[config.mk]
export PLATFORM = sky130hd
export DESIGN_NAME = sound_event_sequencer
export DESIGN_NICKNAME = d
export VERILOG_FILES = /design/src/rtl/pacman_pkg.sv /design/src/rtl/sound_timer.sv /design/src/rtl/sound_event_sequencer.sv
export SDC_FILE = /design/constraint.sdc
export NUM_CORES = 1
export LEC_CHECK = 0
export CORE_MARGIN = 2
export CORE_UTILIZATION = 55
export DETAILED_ROUTE_END_ITERATION = 8
export PLACE_DENSITY_LB_ADDON = 0.08
export SLEW_MARGIN = 20
export SYNTH_ARGS = -nofsm -noshare
export SYNTH_HDL_FRONTEND = slang
export SYNTH_SLANG_ARGS = --single-unit
[constraint.sdc]
create_clock -name CLOCK_50 -period 3.4 [get_ports CLOCK_50]
set_clock_uncertainty 0.05 [all_clocks]
set_input_delay 0.68 -clock CLOCK_50 [delete_from_list [all_inputs] [get_ports CLOCK_50]]
set_output_delay 0.68 -clock CLOCK_50 [all_outputs]
set_load 0.005 [all_outputs]
[src/rtl/pacman_pkg.sv]
// Shared types and constants for the pacman game: sound sequencer states and
// the collision codes produced by pacman location control.
package pacman_pkg;

   typedef enum logic [2:0] {
      S_IDLE,
      S_START,
      S_CHOMP,
      S_EATGHOST,
      S_DEATH
   } sound_state_t;

   localparam logic [3:0] PILL_CODE_DEFAULT  = 4'd2;
   localparam logic [3:0] POWER_CODE_DEFAULT = 4'd3;

   // Arbitration rank: larger wins, IDLE ranks below every sound.
   function automatic logic [2:0] sound_prio(input sound_state_t s);
      case (s)
         S_DEATH:    return 3'd4;
         S_EATGHOST: return 3'd3;
         S_START:    return 3'd2;
         S_CHOMP:    return 3'd1;
         default:    return 3'd0;
      endcase
   endfunction

endpackage

[src/rtl/sound_timer.sv]
// Loadable down-counter that saturates at zero; holds the remaining length
// of the active sound request.
module sound_timer #(
   parameter int W = 8
) (
   input  logic         clk,
   input  logic         reset,
   input  logic         load,
   input  logic [W-1:0] load_val,
   output logic [W-1:0] count,
   output logic         zero
);

   logic [W-1:0] count_q, count_d;

   always_comb begin
      count_d = count_q;
      if (load)
         count_d = load_val;
      else if (count_q != '0)
         count_d = count_q - 1'b1;
   end

   always_ff @(posedge clk) begin
      if (reset)
         count_q <= '0;
      else
         count_q <= count_d;
   end

   assign count = count_q;
   assign zero  = (count_q == '0);

endmodule

[src/rtl/sound_event_sequencer.sv]
// Turns game events into level-held sound requests with fixed-priority
// arbitration, and flags natural completion of the death sound.
//
// state      | meaning
// S_IDLE     | no sound requested
// S_START    | start jingle held
// S_CHOMP    | pill chomp held (retrigger extends)
// S_EATGHOST | ghost-eaten sound held (retrigger extends)
// S_DEATH    | death sound held, cannot be preempted or retriggered
module sound_event_sequencer
   import pacman_pkg::*;
#(
   parameter int unsigned START_CYCLES    = 200_000_000,
   parameter int unsigned CHOMP_CYCLES    = 12_500_000,
   parameter int unsigned EATGHOST_CYCLES = 25_000_000,
   parameter int unsigned DEATH_CYCLES    = 75_000_000,
   parameter logic [3:0]  PILL_CODE       = PILL_CODE_DEFAULT,
   parameter logic [3:0]  POWER_CODE      = POWER_CODE_DEFAULT
) (
   input  logic       CLOCK_50,
   input  logic       reset,
   input  logic       game_start,
   input  logic [3:0] collision_type,
   input  logic       ghost_eaten,
   input  logic       pac_death,
   input  logic       mute,
   output logic       sound_start,
   output logic       sound_chomp,
   output logic       sound_eatghost,
   output logic       sound_death,
   output logic       busy,
   output logic       death_done
);

   localparam int unsigned MAX_AB  = (START_CYCLES > CHOMP_CYCLES) ? START_CYCLES : CHOMP_CYCLES;
   localparam int unsigned MAX_CD  = (EATGHOST_CYCLES > DEATH_CYCLES) ? EATGHOST_CYCLES : DEATH_CYCLES;
   localparam int unsigned MAX_DUR = (MAX_AB > MAX_CD) ? MAX_AB : MAX_CD;
   localparam int          CW      = (MAX_DUR > 1) ? $clog2(MAX_DUR) : 1;

   localparam logic [CW-1:0] START_LOAD    = CW'(START_CYCLES - 1);
   localparam logic [CW-1:0] CHOMP_LOAD    = CW'(CHOMP_CYCLES - 1);
   localparam logic [CW-1:0] EATGHOST_LOAD = CW'(EATGHOST_CYCLES - 1);
   localparam logic [CW-1:0] DEATH_LOAD    = CW'(DEATH_CYCLES - 1);

   sound_state_t  state_q, state_d;
   sound_state_t  evt;
   logic [3:0]    prev_type_q;
   logic          death_done_q, death_done_d;
   logic          chomp_evt;
   logic          accept;
   logic          tmr_load;
   logic [CW-1:0] tmr_load_val;
   logic [CW-1:0] tmr_count;
   logic          tmr_zero;
   logic          at_end;

   sound_timer #(.W(CW)) u_timer (
      .clk      (CLOCK_50),
      .reset    (reset),
      .load     (tmr_load),
      .load_val (tmr_load_val),
      .count    (tmr_count),
      .zero     (tmr_zero)
   );

   assign at_end = (tmr_count == '0);

   always_comb begin
      state_d      = state_q;
      evt          = S_IDLE;
      accept       = 1'b0;
      tmr_load     = 1'b0;
      tmr_load_val = '0;
      death_done_d = (state_q == S_DEATH) && tmr_zero;

      chomp_evt = ((collision_type == PILL_CODE) || (collision_type == POWER_CODE))
                  && (collision_type != prev_type_q);

      if (pac_death)        evt = S_DEATH;
      else if (ghost_eaten) evt = S_EATGHOST;
      else if (game_start)  evt = S_START;
      else if (chomp_evt)   evt = S_CHOMP;

      // A finishing sound behaves like IDLE so a waiting event starts with no gap.
      if (evt != S_IDLE) begin
         if ((state_q == S_IDLE) || at_end)
            accept = 1'b1;
         else if (sound_prio(evt) > sound_prio(state_q))
            accept = 1'b1;
         else if ((evt == state_q) && ((evt == S_CHOMP) || (evt == S_EATGHOST)))
            accept = 1'b1;
      end

      if (accept) begin
         state_d  = evt;
         tmr_load = 1'b1;
         case (evt)
            S_START:    tmr_load_val = START_LOAD;
            S_CHOMP:    tmr_load_val = CHOMP_LOAD;
            S_EATGHOST: tmr_load_val = EATGHOST_LOAD;
            S_DEATH:    tmr_load_val = DEATH_LOAD;
            default:    tmr_load_val = '0;
         endcase
      end else if ((state_q != S_IDLE) && at_end) begin
         state_d = S_IDLE;
      end
   end

   always_ff @(posedge CLOCK_50) begin
      if (reset) begin
         state_q      <= S_IDLE;
         prev_type_q  <= '0;
         death_done_q <= 1'b0;
      end else begin
         state_q      <= state_d;
         prev_type_q  <= collision_type;
         death_done_q <= death_done_d;
      end
   end

   assign sound_start    = (state_q == S_START)    & ~mute;
   assign sound_chomp    = (state_q == S_CHOMP)    & ~mute;
   assign sound_eatghost = (state_q == S_EATGHOST) & ~mute;
   assign sound_death    = (state_q == S_DEATH)    & ~mute;
   assign busy           = (state_q != S_IDLE);
   assign death_done     = death_done_q;

endmodule

== After elaboration in Yosys (flattened, before gate mapping) ==
Index checks and enable logic that the tools add are counted.
Widths: inputs -> output; s select.

* Multiply operators: 0
* Divide/modulo/power cells: 0
* Mux-type cells: 21
* Reduce and logical (&&, ||, !) cells: 14
* Order comparisons: 1
* Shifts and indexed selects: 0
* $add $sub $neg: 1
* Equality and inequality tests: 12
* Bitwise gates (word level): 5

{| class="wikitable"
|+ Operators by type and width
! cell !! number
|-
| $pmux 28 s4 || 1
|-
| $mux 28 || 3
|-
| $logic_not 28->1 || 1
|-
| $reduce_bool 28->1 || 1
|-
| $sub 28x1->28 const B || 1
|-
| $pmux 3 s4 || 2
|-
| $mux 3 || 7
|-
| $eq 3x2->1 const B || 4
|-
| $eq 4x2->1 const B || 2
|-
| $eq 3x1->1 const B || 2
|-
| $eq 3x3->1 const B || 2
|-
| $mux 2 || 3
|-
| $reduce_bool 3->1 || 2
|-
| $mux 1 || 5
|-
| $and 1x1->1 || 4
|-
| $logic_and 1x1->1 || 4
|-
| $ne 4x4->1 || 1
|-
| $reduce_bool 2->1 || 2
|-
| $eq 3x3->1 || 1
|-
| $gt 3x3->1 || 1
|-
| $logic_not 3->1 || 1
|-
| $logic_or 1x1->1 || 3
|-
| $not 1->1 || 1
|}

* Input bits: 10
* Logic and storage cells: 58
* Output and inout bits: 6
* Memory bits (writable): 0
* Flip-flop bits (word level): 36
* Memories: 0
* Bits in latches: 0
* Memory bits (read-only): 0

== Logic depth before layout (Yosys ltp) ==
* Depth after elaboration: 17
* Depth in mapped cells: 11
* Mapped depth without buffers: 11

== Hierarchy ==
From an unflattened synthesis, not the netlist that was laid out.

* Cell total of the unflattened synthesis: 280
* Area total of the unflattened synthesis: 2294.7 um^2

{| class="wikitable"
|+ By module, submodules not included
! module !! seq. area each (um^2) !! area an instance (um^2) !! cells each !! instances
|-
| sound_timer || 560.5 || 1652.8 || 194 || 1
|-
| sound_event_sequencer || 160.2 || 641.9 || 86 || 1
|}

== Worst setup path before layout ==
No wires, ideal clock.

* Path kind: input -> register
* From: input ghost_eaten
* To: register u_timer.count_q[22] (netlist: u_timer.count[22])
* Setup time: 0.084 ns
* Arrival: 2.979 ns
* Path slack: 0.287 ns
* Required time: 3.266 ns
* Path buffers: 0
* Stages on the path: 9
* Cells stage by stage: or4b_1 > o22ai_2 > nor2_1 > inv_1 > ha_1 > a32oi_1 > nor3_2 > or3_4 > o31ai_2

* Word-level cells in the longest chain between the ends: 12
* Elaborated cells on any way between the ends: 23
* Classes of those cells: order compare (1); eq/ne (5); mux (13); reduce/logical (4)

{| class="wikitable"
|+ Ends and longest elaborated chain
! element !! RTL line !! source
|-
| start: declaration || sound_event_sequencer.sv:24 || <nowiki>input logic ghost_eaten,</nowiki>
|-
| $mux 2 (*) || sound_event_sequencer.sv:80 || <nowiki>else if (ghost_eaten) evt = S_EATGHOST;</nowiki>
|-
| $mux 3 (*) || sound_event_sequencer.sv:79 || <nowiki>if (pac_death) evt = S_DEATH;</nowiki>
|-
| $eq 3x2->1 (tied with other cells) || pacman_pkg.sv:18, sound_event_sequencer.sv:90, sound_event_sequencer.sv:97 ||
|-
| $pmux 3 s4 || pacman_pkg.sv:18 || <nowiki>case (s)</nowiki>
|-
| $mux 3 || sound_event_sequencer.sv:86 || <nowiki>if ((state_q == S_IDLE) || at_end)</nowiki>
|-
| $mux 3 || sound_event_sequencer.sv:85 || <nowiki>if (evt != S_IDLE) begin</nowiki>
|-
| $gt 3x3->1 || sound_event_sequencer.sv:88 || <nowiki>else if (sound_prio(evt) > sound_prio(state_q))</nowiki>
|-
| $mux 1 || sound_event_sequencer.sv:88 ||
|-
| $mux 1 || sound_event_sequencer.sv:86 ||
|-
| $mux 1 || sound_event_sequencer.sv:85 ||
|-
| $mux 28 / $mux 1 (equally long branches) || sound_event_sequencer.sv:94 || <nowiki>if (accept) begin</nowiki>
|-
| $mux 28 / $reduce_bool 2->1 (equally long branches) || -- ||
|-
| end signal: assignment || sound_timer.sv:28 || <nowiki>count_q <= count_d;</nowiki>
|-
| end: declaration || sound_timer.sv:14 || <nowiki>logic [W-1:0] count_q, count_d;</nowiki>
|}

Every way passes the cells marked *; elsewhere a longest branch is shown, timed or not. The select of a mux whose other input is x is not followed.
A chain may end at the register's enable or synchronous reset.

== Worst setup path after layout ==
* From: input ghost_eaten
* To: register state_q[0]

* Word-level cells in the longest chain between the ends: 11
* Elaborated cells on any way between the ends: 20
* Classes of those cells: order compare (1); eq/ne (5); mux (10); reduce/logical (4)

{| class="wikitable"
|+ Ends and longest elaborated chain
! element !! RTL line !! source
|-
| $mux 2 (*) || sound_event_sequencer.sv:80 ||
|-
| $mux 3 (*) || sound_event_sequencer.sv:79 ||
|-
| $eq 3x2->1 (tied with other cells) || pacman_pkg.sv:18, sound_event_sequencer.sv:90 ||
|-
| $pmux 3 s4 || pacman_pkg.sv:18 ||
|-
| $mux 3 || sound_event_sequencer.sv:86 ||
|-
| $mux 3 || sound_event_sequencer.sv:85 ||
|-
| $gt 3x3->1 || sound_event_sequencer.sv:88 ||
|-
| $mux 1 || sound_event_sequencer.sv:88 ||
|-
| $mux 1 || sound_event_sequencer.sv:86 ||
|-
| $mux 1 || sound_event_sequencer.sv:85 ||
|-
| $mux 3 / $reduce_bool 2->1 (equally long branches) || -- ||
|-
| end signal: assignment || sound_event_sequencer.sv:115 || <nowiki>state_q <= state_d;</nowiki>
|-
| end: declaration || sound_event_sequencer.sv:45 || <nowiki>sound_state_t state_q, state_d;</nowiki>
|}

Marks and branches as above.

==> qor.csv <==
metric;value;unit
outcome;completed;
Fin. Hold Viols;0;
M3 GR Usage;0.0651;
maximum single-stage delay on the critical path;0.54;ns
Core Rows;21;
die area;0.00409;mm^2
met1 Usage GRT;0.309;
area added between synthesis and finish;15.2;%
pwr/cell area;474;mW/mm^2
peak supply drop;0.000240;V
Power Total;0.00108;W
core area;0.00339;mm^2
Req. time, crit path;3.58;ns
Sequential Area;721;um^2
deepest clock path buffer count;2;
most used routing layer;met2;
initial antenna violation count;0;
cells after synthesis;221;
ys flop type;dfxtp_1;
Critical Path Start Type;input port;
worst path buffer plus inverter count;4;
DRC;0;
Post-CTS Setup Repair Bufs;0;
Syn Area/Cell;8.96;um^2
cell area after layout;0.00228;mm^2
Final Cycle Share;0.918;
Final ANT Viol Nets;0;
critical-path cell list;clkdlybuf4s50_1 -> or4b_1 -> o22ai_2 -> nor2_1 -> inv_1 -> ha_1 -> nor2b_1 -> o21ai_0 -> a32oi_1 -> buf_4 -> nor3_2 -> buf_4 -> nand3b_1 -> o21ai_1;
crit path max fanout;5;
Crit-path slowest cell;or4b_1;
Initial Util;0.584;
CTS tree;built;
GRT Overall Usage;0.242;
post-synthesis sequential area ratio;0.364;
R2R depth;13;
Via density;5.94;
Worst-Skew Late Latency;0.35;ns
clock root cell;clkbuf_4;
First-pass DRT Iterations;4;
fin nets;258;
number of hold buffers added after cts;0;
Post-CTS Resized;0;
first-pass GRT wire length;7610;um
crit path time final;3.12;ns
Congestion Overflow GR;0;
CTS buffer count;5;
die width;64.0;um
FF-to-FF setup slack;0.77;ns
met2 usage;0.392;
clk slew on worst S/H paths;0.11;ns
critical path class;in2reg;
reg2reg start;prev_type_q[2]$_SDFF_PP0_;
RSZ-0062 raised after global routing;no;
fillers;303;
vias after detailed routing;1722;
placed wire-length estimate;3400;um
clock tree sinks;36;
crit-path most repeated cell;buf_4;
Worst slew margin;0.621;
vias in the first global route;1646;
routed len/inst;15.5;um
Syn Std Cell Area;0.00198;mm^2
final wirelength;4500;um
Slew Viols, Final;0;
initial DRC count;86;
Synth async-reset ratio;0;
DP Area;0.00221;mm^2
Final GP Congestion;0.864;
Static Leak;0.803;nW
Crit path depth;14;
port bufs;15;
CP endpoint;state_q[0]$_SDFFE_PP0P_;
HP Class;reg2reg;
WHS Path Cells;2;
FF+latch count, synth;36;
area occupied by multi-input gates;0.00120;mm^2
Yosys cell types;49;
crit path capture type;flip-flop;
max-cap violations;0;
Post-synth EDFFs;0;
Ys Warns;0;
Ports;16;
# setup viols final;0;
crit path DAT;3.30;ns
net count after synthesis;235;
Reg2Reg Capture Point;state_q[0]$_SDFFE_PP0P_;
largest net degree at the start of global routing;20;
die height;64.0;um
H-tree level count;2;
antenna cells;0;
critical path's top delay family;simple AND/OR/NAND/NOR gates;
share of cells above drive strength 1;0.148;
FMAX;320;MHz
Worst Max-Slew Pin Slew;0.567;ns
Worst Setup SP;ghost_eaten;
kinds of logic (layout without fill, tap and decap cells):
kind of cell | Yosys count | count (layout) | share of synthesized area
AO/OA/AOI/OAI | 41 | 41 | 0.161
XOR/XNOR | 26 | 26 | 0.115
adder cells (fa/ha/maj) | 4 | 4 | 0.0253
AND/OR/NAND/NOR | 101 | 101 | 0.307
flip-flops | 36 | 36 | 0.364
buffers and inverters | 13 | 36 | 0.0278
worst reg2reg max path, cell delays in order, from the launching register on:
cell and delay (ns):
dfxtp_1 0.31, or4b_1 0.51, o22ai_2 0.20, nor2_1 0.08, inv_1 0.07, ha_1 0.14, nor2b_1 0.04, o21ai_0 0.15
a32oi_1 0.10, buf_4 0.18, nor3_2 0.30, buf_4 0.18, nand3b_1 0.13, o21ai_1 0.09
state kept, by name, indices dropped and copies added, names as in the netlist:
signal	cells
death_done	1
prev_type_q	4
state_q	3
u_timer.count	28
cells in the mapped netlist, drive strengths merged (5+ instances only):
cell type | count | area share
a21oi | 11 | 0.028
dfxtp | 36 | 0.36
inv | 6 | 0.011
nand2 | 13 | 0.027
nand2b | 5 | 0.016
nand3 | 6 | 0.018
nor2 | 20 | 0.038
nor2b | 5 | 0.016
nor3 | 14 | 0.044
nor4 | 13 | 0.052
o21ai | 14 | 0.043
or3 | 6 | 0.021
xnor2 | 19 | 0.084
xor2 | 7 | 0.031
worst min path at each step:
stage	from	end	slack (ns)
2_1_floorplan	u_timer.count[13]$_SDFFE_PP0P_	u_timer.count[13]$_SDFFE_PP0P_	0.42
3_3_place_gp	u_timer.count[13]$_SDFFE_PP0P_	u_timer.count[13]$_SDFFE_PP0P_	0.43
3_5_place_dp	u_timer.count[13]$_SDFFE_PP0P_	u_timer.count[13]$_SDFFE_PP0P_	0.43
4_1_cts	u_timer.count[13]$_SDFFE_PP0P_	u_timer.count[13]$_SDFFE_PP0P_	0.46
5_1_grt	u_timer.count[13]$_SDFFE_PP0P_	u_timer.count[13]$_SDFFE_PP0P_	0.50
6_report	u_timer.count[13]$_SDFFE_PP0P_	u_timer.count[13]$_SDFFE_PP0P_	0.45
through the flow:
step / hold slack, ns / TNS, ns / util / setup slack [ns] / std cells
after CTS: 0.455 / 0 / 0.673 / 0.304 / 290
after floorplan: 0.419 / 0 / - / 0.287 / 221
after global placement: 0.432 / 0 / 0.653 / 0.0811 / 283
final: 0.454 / 0 / 0.673 / 0.279 / 290
after global routing: 0.501 / 0 / 0.673 / 0.110 / 290
after detailed placement: 0.434 / -0.332 / 0.653 / -0.0630 / 283
area by class of cell:
type,count,share of cell area
tap,46,0.0252
sequential,36,0.316
clock buffer,7,0.0285
inverter,6,0.00988
timing repair buffer,23,0.0922
multi-input combinational,172,0.528
per-layer routing:
metal | vias to the layer above | share of wire
met5 | - | 0
met4 | 0 | 0.010
met3 | 6 | 0.063
met2 | 57 | 0.48
met1 | 817 | 0.45
li1 | 842 | -
power by group:
group	total, W	leakage, nW	switching, W	internal, W
combinational	0.000299	0.467	0.000159	0.000140
clock	0.000258	0.0374	0.000141	0.000117
sequential	0.000525	0.299	0.0000537	0.000471
total	0.00108	0.803	0.000354	0.000728
cells in the final DEF (no fill, tap or decap), types with 3 or more instances in the layout:
master	count
clkdlybuf4s50_1	15
or2_1	4
ha_1	4
a21oi_1	11
xnor2_1	19
nor2_1	20
clkbuf_4	5
inv_1	6
xor2_1	7
o21ai_1	10
nand2_1	11
nor3_1	12
nand3_1	5
nor4_1	11
or3_1	5
dfxtp_1	36
nand2b_1	5
buf_4	8
nor2b_1	5
and2_1	3
nand3b_1	4
(Power assumes the default switching activity.)
